[src/rtl/elevator_scheduler.sv]
`default_nettype none
// ============================================================================
// Module   : elevator_scheduler
// Purpose  : Request latch plus SCAN motion/door controller for a small
//            elevator. Requests are accepted only under a valid login session.
//            All outputs are registered.
// Revision : 1.0 - initial release
// ============================================================================
module elevator_scheduler #(
    parameter int NFLOORS     = 3,
    parameter int DOOR_CYCLES = 4
) (
    input  logic               clk_i,
    input  logic               rst_ni,
    input  logic [NFLOORS-1:0] reqin_i,
    input  logic [NFLOORS-1:0] reqout_i,
    input  logic               auth_car_i,
    input  logic [NFLOORS-1:0] auth_hall_i,
    input  logic [NFLOORS-1:0] pres_i,
    output logic [NFLOORS-1:0] door_o,
    output logic [1:0]         dir_o,
    output logic [NFLOORS-1:0] pending_o,
    output logic               fault_o
);

    localparam int FW = (NFLOORS > 1) ? $clog2(NFLOORS) : 1;
    localparam int TW = (DOOR_CYCLES > 1) ? $clog2(DOOR_CYCLES) : 1;
    localparam logic [TW-1:0] TIMER_LOAD = TW'(DOOR_CYCLES - 1);

    localparam logic [1:0] DIR_STOP = 2'b00;
    localparam logic [1:0] DIR_UP   = 2'b01;
    localparam logic [1:0] DIR_DOWN = 2'b10;

    typedef enum logic [2:0] {
        S_IDLE  = 3'd0,
        S_MOVE  = 3'd1,
        S_OPEN  = 3'd2,
        S_CLOSE = 3'd3,
        S_FAULT = 3'd4
    } state_e;

    state_e              state_q, state_d;
    logic [NFLOORS-1:0]  pending_q, pending_d;
    logic [NFLOORS-1:0]  door_q, door_d;
    logic [1:0]          dir_q, dir_d;
    logic [1:0]          last_dir_q, last_dir_d;
    logic                fault_q, fault_d;
    logic [FW-1:0]       last_floor_q, last_floor_d;
    logic [TW-1:0]       timer_q, timer_d;

    logic [NFLOORS-1:0]  acc;
    logic                pres_multi;
    logic                pres_onehot;
    logic [FW-1:0]       pres_idx;
    logic [FW-1:0]       cur_floor;
    logic [NFLOORS-1:0]  above_mask;
    logic [NFLOORS-1:0]  below_mask;
    logic                has_above;
    logic                has_below;
    logic                ahead;
    logic [1:0]          pick_dir;

    // Requests that survive the login gate this cycle
    assign acc = (reqin_i & {NFLOORS{auth_car_i}}) | (reqout_i & auth_hall_i);

    // Sensor decode: more than one bit set is a fault, exactly one is a floor
    assign pres_multi  = |(pres_i & (pres_i - NFLOORS'(1)));
    assign pres_onehot = (pres_i != '0) && !pres_multi;

    // Floor index of the sensor and masks of floors above/below the car
    always_comb begin
        pres_idx = '0;
        for (int i = 0; i < NFLOORS; i++) begin
            if (pres_i[i]) begin
                pres_idx = FW'(i);
            end
        end
        cur_floor = pres_onehot ? pres_idx : last_floor_q;
        for (int i = 0; i < NFLOORS; i++) begin
            above_mask[i] = (FW'(i) > cur_floor);
            below_mask[i] = (FW'(i) < cur_floor);
        end
    end

    // SCAN direction choice: keep going the last way while work lies ahead
    always_comb begin
        has_above = |(pending_q & above_mask);
        has_below = |(pending_q & below_mask);
        ahead     = (dir_q == DIR_UP) ? has_above : has_below;
        if (has_above && (!has_below || last_dir_q != DIR_DOWN)) begin
            pick_dir = DIR_UP;
        end else if (has_below) begin
            pick_dir = DIR_DOWN;
        end else begin
            pick_dir = DIR_STOP;
        end
    end

    // Next-state, request bookkeeping and registered output values
    always_comb begin
        state_d      = state_q;
        pending_d    = pending_q | acc;
        door_d       = door_q;
        dir_d        = dir_q;
        last_dir_d   = last_dir_q;
        fault_d      = fault_q;
        timer_d      = timer_q;
        last_floor_d = pres_onehot ? pres_idx : last_floor_q;

        if (pres_multi) begin
            // Conflicting sensor reading: halt everything, keep the queue
            state_d = S_FAULT;
            door_d  = '0;
            dir_d   = DIR_STOP;
            fault_d = 1'b1;
        end else begin
            case (state_q)
                S_IDLE: begin
                    door_d = '0;
                    dir_d  = DIR_STOP;
                    if (pres_onehot && |((pending_q | acc) & pres_i)) begin
                        state_d   = S_OPEN;
                        door_d    = pres_i;
                        timer_d   = TIMER_LOAD;
                        pending_d = (pending_q | acc) & ~pres_i;
                    end else if (pick_dir != DIR_STOP) begin
                        state_d    = S_MOVE;
                        dir_d      = pick_dir;
                        last_dir_d = pick_dir;
                    end
                end
                S_MOVE: begin
                    if (pres_onehot) begin
                        if (|(pending_q & pres_i)) begin
                            state_d   = S_OPEN;
                            door_d    = pres_i;
                            dir_d     = DIR_STOP;
                            timer_d   = TIMER_LOAD;
                            pending_d = (pending_q | acc) & ~pres_i;
                        end else if (!ahead) begin
                            // Nothing further this way (e.g. end of shaft)
                            state_d = S_CLOSE;
                            dir_d   = DIR_STOP;
                        end
                    end
                end
                S_OPEN: begin
                    dir_d     = DIR_STOP;
                    // A call for the open floor is served by the open door
                    pending_d = (pending_q | acc) & ~door_q;
                    if (|(acc & door_q)) begin
                        timer_d = TIMER_LOAD;
                    end else if (timer_q == '0) begin
                        state_d = S_CLOSE;
                        door_d  = '0;
                    end else begin
                        timer_d = timer_q - TW'(1);
                    end
                end
                S_CLOSE: begin
                    door_d = '0;
                    if (pick_dir != DIR_STOP) begin
                        state_d    = S_MOVE;
                        dir_d      = pick_dir;
                        last_dir_d = pick_dir;
                    end else begin
                        state_d = S_IDLE;
                        dir_d   = DIR_STOP;
                    end
                end
                S_FAULT: begin
                    door_d = '0;
                    dir_d  = DIR_STOP;
                    if (pres_onehot) begin
                        state_d = S_IDLE;
                        fault_d = 1'b0;
                    end
                end
                default: begin
                    state_d = S_IDLE;
                    door_d  = '0;
                    dir_d   = DIR_STOP;
                end
            endcase
        end
    end

    // State and output registers; reset stops the car and shuts the doors
    always_ff @(posedge clk_i or negedge rst_ni) begin
        if (!rst_ni) begin
            state_q      <= S_IDLE;
            pending_q    <= '0;
            door_q       <= '0;
            dir_q        <= DIR_STOP;
            last_dir_q   <= DIR_STOP;
            fault_q      <= 1'b0;
            last_floor_q <= '0;
            timer_q      <= '0;
        end else begin
            state_q      <= state_d;
            pending_q    <= pending_d;
            door_q       <= door_d;
            dir_q        <= dir_d;
            last_dir_q   <= last_dir_d;
            fault_q      <= fault_d;
            last_floor_q <= last_floor_d;
            timer_q      <= timer_d;
        end
    end

    assign door_o    = door_q;
    assign dir_o     = dir_q;
    assign pending_o = pending_q;
    assign fault_o   = fault_q;

endmodule
`default_nettype wire

[config.mk]
export PLATFORM = sky130hd
export DESIGN_NAME = elevator_scheduler
export DESIGN_NICKNAME = d
export VERILOG_FILES = /design/src/rtl/elevator_scheduler.sv
export SDC_FILE = /design/constraint.sdc
export NUM_CORES = 1
export LEC_CHECK = 0
export CAP_MARGIN = 20
export CORE_ASPECT_RATIO = 1.2
export CORE_MARGIN = 8
export CORE_UTILIZATION = 55
export DETAILED_ROUTE_END_ITERATION = 12
export PLACE_DENSITY = 0.84
export SYNTH_ARGS = -nofsm -noshare
export SYNTH_HDL_FRONTEND = slang
export SYNTH_SLANG_ARGS = --single-unit
[constraint.sdc]
create_clock -name clk_i -period 4.5 [get_ports clk_i]
set_clock_uncertainty 0.05 [all_clocks]
set_input_delay 0.9 -clock clk_i [delete_from_list [all_inputs] [get_ports clk_i]]
set_output_delay 0.9 -clock clk_i [all_outputs]
set_load 0.005 [all_outputs]
---- Word level (Yosys, flattened, before mapping) ----
Cells that the tools add are included.
Widths: inputs -> output; s select.
word-level totals
  output and inout bits ................... 9
  word-level logic and storage cells ...... 123
  register bits ........................... 18
  bits of input ports ..................... 15
cells by class
  eq/ne operators ......................... 18
  reduce and logical (&&, ||, !) cells .... 26
  add/subtract/negate cells ............... 2
  magnitude comparators ................... 6
  bitwise gates (word level) .............. 15
  multiplexer cells ....................... 48
operators with widths
  operator            count
  $mux 3              19
  $mux 2              17
  $and 3x3->3         10
  $ne 3x3->1 const B  6
  $pmux 3 s3          2
  $reduce_or 3->1     6
  $pmux 3 s5          1
  $pmux 2 s3          2
  $reduce_and 6->1    2
  $ne 2x2->1 const B  5
  $ne 4x4->1 const B  2
  $reduce_bool 2->1   4
  $eq 3x2->1 const B  2
  $mux 1              6
  $not 3->3           2
  $or 3x3->3          2
  $reduce_bool 3->1   2
  $gt 1x2->1 const A  2
  $lt 1x2->1 const A  2
  $pmux 2 s2          1
  $reduce_and 2->1    2
  $reduce_and 4->1    1
  $eq 3x1->1 const B  1
  $eq 3x3->1 const B  1
  12 further kinds    15

---- Depth between registers and ports, before layout ----
  depth in word-level cells ............... 18
  gate-level depth with buffers ........... 8
  mapped depth without buffers ............ 7

---- Worst setup path before layout ----
Ideal clock, no wire load.
  path kind ............................... input port to flip-flop
  start ................................... input pres_i[1]
  end ..................................... register state_q[0]
  arrival ................................. 2.162 ns
  path slack .............................. 2.163 ns
  stages .................................. 7
  library setup time ...................... 0.125 ns
  required time ........................... 4.325 ns
  buffers on the path ..................... 0
  cell sequence ........................... or2_1 -> a22oi_4 -> inv_2 -> o21a_4 -> or3_4 -> a22oi_2 -> nor3_1
between the ends
  cells in the longest elaborated chain, start to end .. 17
  elaborated cells between the ends (all ways) .. 44
  those cells by class .................... 1 x add/sub; 6 x order compare; 6 x eq/ne; 12 x mux; 5 x bitwise; 14 x reduce/logical
RTL lines
  what                                      RTL line  text
  from (decl)                               19        input logic [NFLOORS-1:0] pres_i,
  $sub 3x1->3                               67        assign pres_multi = |(pres_i & (pres_i - NFLOORS'(1)));
  $and 3x3->3                               67
  $reduce_or 3->1                           67
  $logic_not 1->1                           68        assign pres_onehot = (pres_i != '0) && !pres_multi;
  $logic_and 1x1->1                         68
  $mux 2 (*)                                n/a
  net cur_floor[0]                          55        logic [FW-1:0] cur_floor;
  $lt 1x2->1 or $lt 2x2->1 (tied branches)  81        below_mask[i] = (FW'(i) < cur_floor);
  (+2 left out)                             n/a
  $logic_not 1->1                           90        if (has_above && (!has_below || last_dir_q != DIR_DOWN)) begin
  $logic_or 1x1->1                          90
  $logic_and 1x1->1                         90
  $mux 2                                    90
  $reduce_bool 2->1                         126, 162
  $mux 1                                    162       if (pick_dir != DIR_STOP) begin
  $pmux 3 s5                                117       case (state_q)
  $mux 3                                    110       if (pres_multi) begin
  to (signal assigned)                      200       state_q <= state_d;
  to (decl)                                 42        state_e state_q, state_d;
The timed path passes the listed nets; every way through them passes the cells marked *. The select of a mux whose other input is x is not followed.
A chain may end at the register's enable or synchronous reset.

---- Final worst setup path ----
  start ................................... input pres_i[0]
  end ..................................... register timer_q[1]
between the ends
  cells in the longest elaborated chain, start to end .. 8
  elaborated cells between the ends (all ways) .. 16
  those cells by class .................... 1 x add/sub; 3 x eq/ne; 4 x bitwise; 8 x reduce/logical
RTL lines
  what                            RTL line  text
  $sub 3x1->3                     67
  $and 3x3->3                     67
  $reduce_or 3->1                 67
  $logic_not 1->1                 68
  $logic_and 1x1->1               68
  $logic_and 1x1->1               121       if (pres_onehot && |((pending_q | acc) & pres_i)) begin
  $ne 2x2->1 (no line)            n/a
  $reduce_and 6->1 (no line) (*)  n/a
  to (signal assigned)            207       timer_q <= timer_d;
  to (decl)                       49        logic [TW-1:0] timer_q, timer_d;
Every way passes the cells marked *; elsewhere a longest branch is shown, timed or not.

==> metrics.md <==
| Metric | Value |
|---|---|
| Worst setup SP type | input port |
| Mean post-synth cell area | 9.04 um2 |
| Power per standard cell area | 317 nW/um2 |
| Fin crit share | ~64% |
| Synth Flop Type | dfrtp_1 |
| Highest Clock Rate | 345 MHz |
| Vias in the first global route | 1186 |
| Top cells by area, synth | dfrtp_1, nor2_1, a22o_1 |
| Antenna cells | 0 |
| Mapped Area | 1270 um2 |
| Critical Path RT | about 4.6 ns |
| Clock sinks | 18 |
| Die X-Extent | 60.0 um |
| # hold bufs at CTS | 0 |
| Leak | 0.000605 uW |
| Hpwl dp | roughly 2.5 mm |
| # DRC | 0 |
| Post-route ant nets | 0 |
| Layout net count | 176 |
| Synth warnings | 0 |
| Final Hold Fails | 0 |
| Least-Margin Pin Slew | 0.809 ns |
| Cells after Synth | 141 |
| Critical setup path kind | in2reg |
| Vias per cell | ~6.6 |
| Routed WL per cell | approximately 18 um |
| Io pins | 24 |
| Pins Over Slew Limit | 0 |
| CP top delay family | simple AND/OR/NAND/NOR gates |
| Gr usage total | 17.8% |
| Status | complete, no violations |
| Critical path capture point type | flip-flop |
| Maximum root-to-sink buffer count | 2 |
| Placed cell count | 186 |
| Post-synth EDFFs | 0 |
| Worst-path clk slew | 0.12 ns |
| Worst skew pair latency | 0.30 ns |
| Number of buffers added on ports | 23 |
| Pre-Repair DR Iteration Count | 6 |
| CTS tree | done |
| H-tree levels | 1 |
| Flops & latches, synth | 18 |
| Via count | between 1000 and 1500 |
| Syn_nets | ~160 |
| Final Util | 68.3% |
| Maxcap violations | 0 |
| Final worst path period need | between 2 and 3 ns |
| Largest area contributor in the netlist | dfrtp_1 |
| Gr ovfl total | 0 |
| Starting Density | 57.1% |
| Chip Height | 68.7 um |
| Initial antenna violation count | 0 |
| Cts repair resizes | 0 |
| Slowest stage delay, CP | 0.61 ns |
| Total power | 483 uW |
| 1st-iter DRT viols | 85 |
| TritonCTS Buffers | 3 |
| Sequential area share after synthesis | a little over a third |
| Final non-filler cell total | 190 |
| VDD IR-drop max | around 220 uV |
| Finish-stage setup viols | 0 |
| Area of the core | 2230 um2 |
| RSZ-0062 raised after global routing | false |
| Setup TNS | 0 ns |
| Row cnt | 19 |
| Share of cells above drive strength 1 | 11.3% |
| First-pass GRT wire length | between 5 and 6 mm |
| Async set-or-reset flop fraction in the synthesized netlist | 100% |
| Setup Fix Bufs, Post-CTS | 0 |
| CP max stage cell | clkdlybuf4s50_1 |
| Arrival time worst endpoint | 3.03 ns |
| Buffers & Inverters on Critical Path | 1 |
| CP cell instances | clkdlybuf4s50_1, nor2_2, nor2_1, a21oi_1, nand4b_1, nor4_1, a22oi_1 |
| Synth cell types | 57 |
| CTS root buf | clkbuf_4 |
| Final hold slack | 0.479 ns |
| HP Class | reg2reg |
| Crit Path Max Fanout | 12 |
| Largest net degree at the start of global routing | 19 |
| Yosys top cell area share | 35.3% |
| Die ar. | 4120 um2 |
| Routed WL | approximately 3.5 mm |
| Slew HR | 45.9% |
| Area Overhead vs Synth | 19.6% |
| Global placement routability congestion | between 0.9 and 1 |
## synth_stat cells (2+ instances only)
master     instances
a32o_1             2
a22oi_1            3
o211ai_1           2
nand2_1           11
a211o_1            2
nor3b_1            3
dfrtp_1           18
a31oi_1            2
a221o_1            2
inv_1              4
nor4_1             2
a21oi_1            5
nand3_1            4
a222oi_1           2
nor2_1            15
buf_6              2
nor3_1             3
o2bb2ai_1          2
clkbuf_1           4
a22o_1             5
o21ai_0            7
nand3b_1           2
a21o_1             4
nand4b_1           2
## sequential cells by signal, indices dropped and copies added (netlist names)
| name | count |
|---|---|
| dir_o | 2 |
| fault_o | 1 |
| state_q | 3 |
| last_floor_q | 2 |
| timer_q | 2 |
| pending_o | 3 |
| last_dir_q | 2 |
| door_o | 3 |
## worst min-delay path, stage by stage, from the launching register on
cell	delay, ns
dfrtp_1	0.36
o21ai_0	0.08
o21ai_0	0.06
## area by class of cell
type | instances | area, um2
Multi-Input combinational cell | 109 | 751
Timing Repair Buffer | 23 | 230
Clock buffer | 4 | 36.3
Fill cell | 174 | 709
Inverter | 5 | 18.8
Tap cell | 31 | 38.8
Sequential cell | 18 | 450
## path summary, 6_finish.rpt
| kind | endpoint | depth (start not counted) | slack [ns] | from |
|---|---|---|---|---|
| max | timer_q[1]$_DFFE_PN0P_ | 7 | 1.60 | pres_i[0] |
| min reg2reg | fault_o$_DFFE_PN0P_ | 2 | 0.48 | fault_o$_DFFE_PN0P_ |
| min | fault_o$_DFFE_PN0P_ | 2 | 0.48 | fault_o$_DFFE_PN0P_ |
| min in group asynchronous | last_floor_q[1]$_DFF_PN0_ | 1 | 1.01 | rst_ni |
| max in group asynchronous | timer_q[0]$_DFFE_PN0P_ | 1 | 2.89 | rst_ni |
| max reg2reg | timer_q[1]$_DFFE_PN0P_ | 6 | 2.38 | pending_o[1]$_DFF_PN0_ |
## power by group
part | switching (uW) | internal, uW | leakage [uW]
Sequential | 32.7 | 183 | 0.000212
Combinational | 83.0 | 79.6 | 0.000372
Clock | 55.7 | 49.3 | 0.0000210
Total | 171 | 312 | 0.000605
## cells by family after synthesis
family	after synthesis	synth area share [%]
AO/OA/AOI/OAI	55	35.2
XOR/XNOR	1	0.687
adder cells (fa/ha/maj)	1	0.981
buffers and inverters	14	5.79
flip-flops	18	35.3
multiplexers	2	1.67
AND/OR/NAND/NOR	50	20.3
## stage by stage
| step | area (um2) | worst slack, ns |
|---|---|---|
| 3_5_place_dp | 1490 | 1.37 |
| 5_1_grt | 1530 | 1.40 |
| 2_1_floorplan | 1270 | 2.16 |
| 4_1_cts | 1530 | 1.61 |
| 6_report | 1530 | 1.60 |
| 3_3_place_gp | 1490 | 1.44 |
## metal layers
layer / part of all wire (%) / GRT usage [%]
met3: 7.4 / 3.53
met4: 2.4 / 7.16
met2: 51 / 31.8
met1: 40 / 20.2
met5: 0 / 0
## layout by cell type, fill, tap and decap left out, types with 2 or more instances in the layout
cell type        count
clkdlybuf4s50_1     23
dfrtp_1             18
nor2_1              15
nand2_1             11
o21ai_0              7
a22o_1               5
a21oi_1              5
inv_1                4
a21o_1               4
nand3_1              4
nor3_1               3
a22oi_1              3
nor3b_1              3
clkbuf_4             3
a221o_1              2
nand4b_1             2
a222oi_1             2
a31oi_1              2
a211o_1              2
o211ai_1             2
nand3b_1             2
a32o_1               2
nor4_1               2
o2bb2ai_1            2
Note: power is estimated with default switching activity, not from simulation.
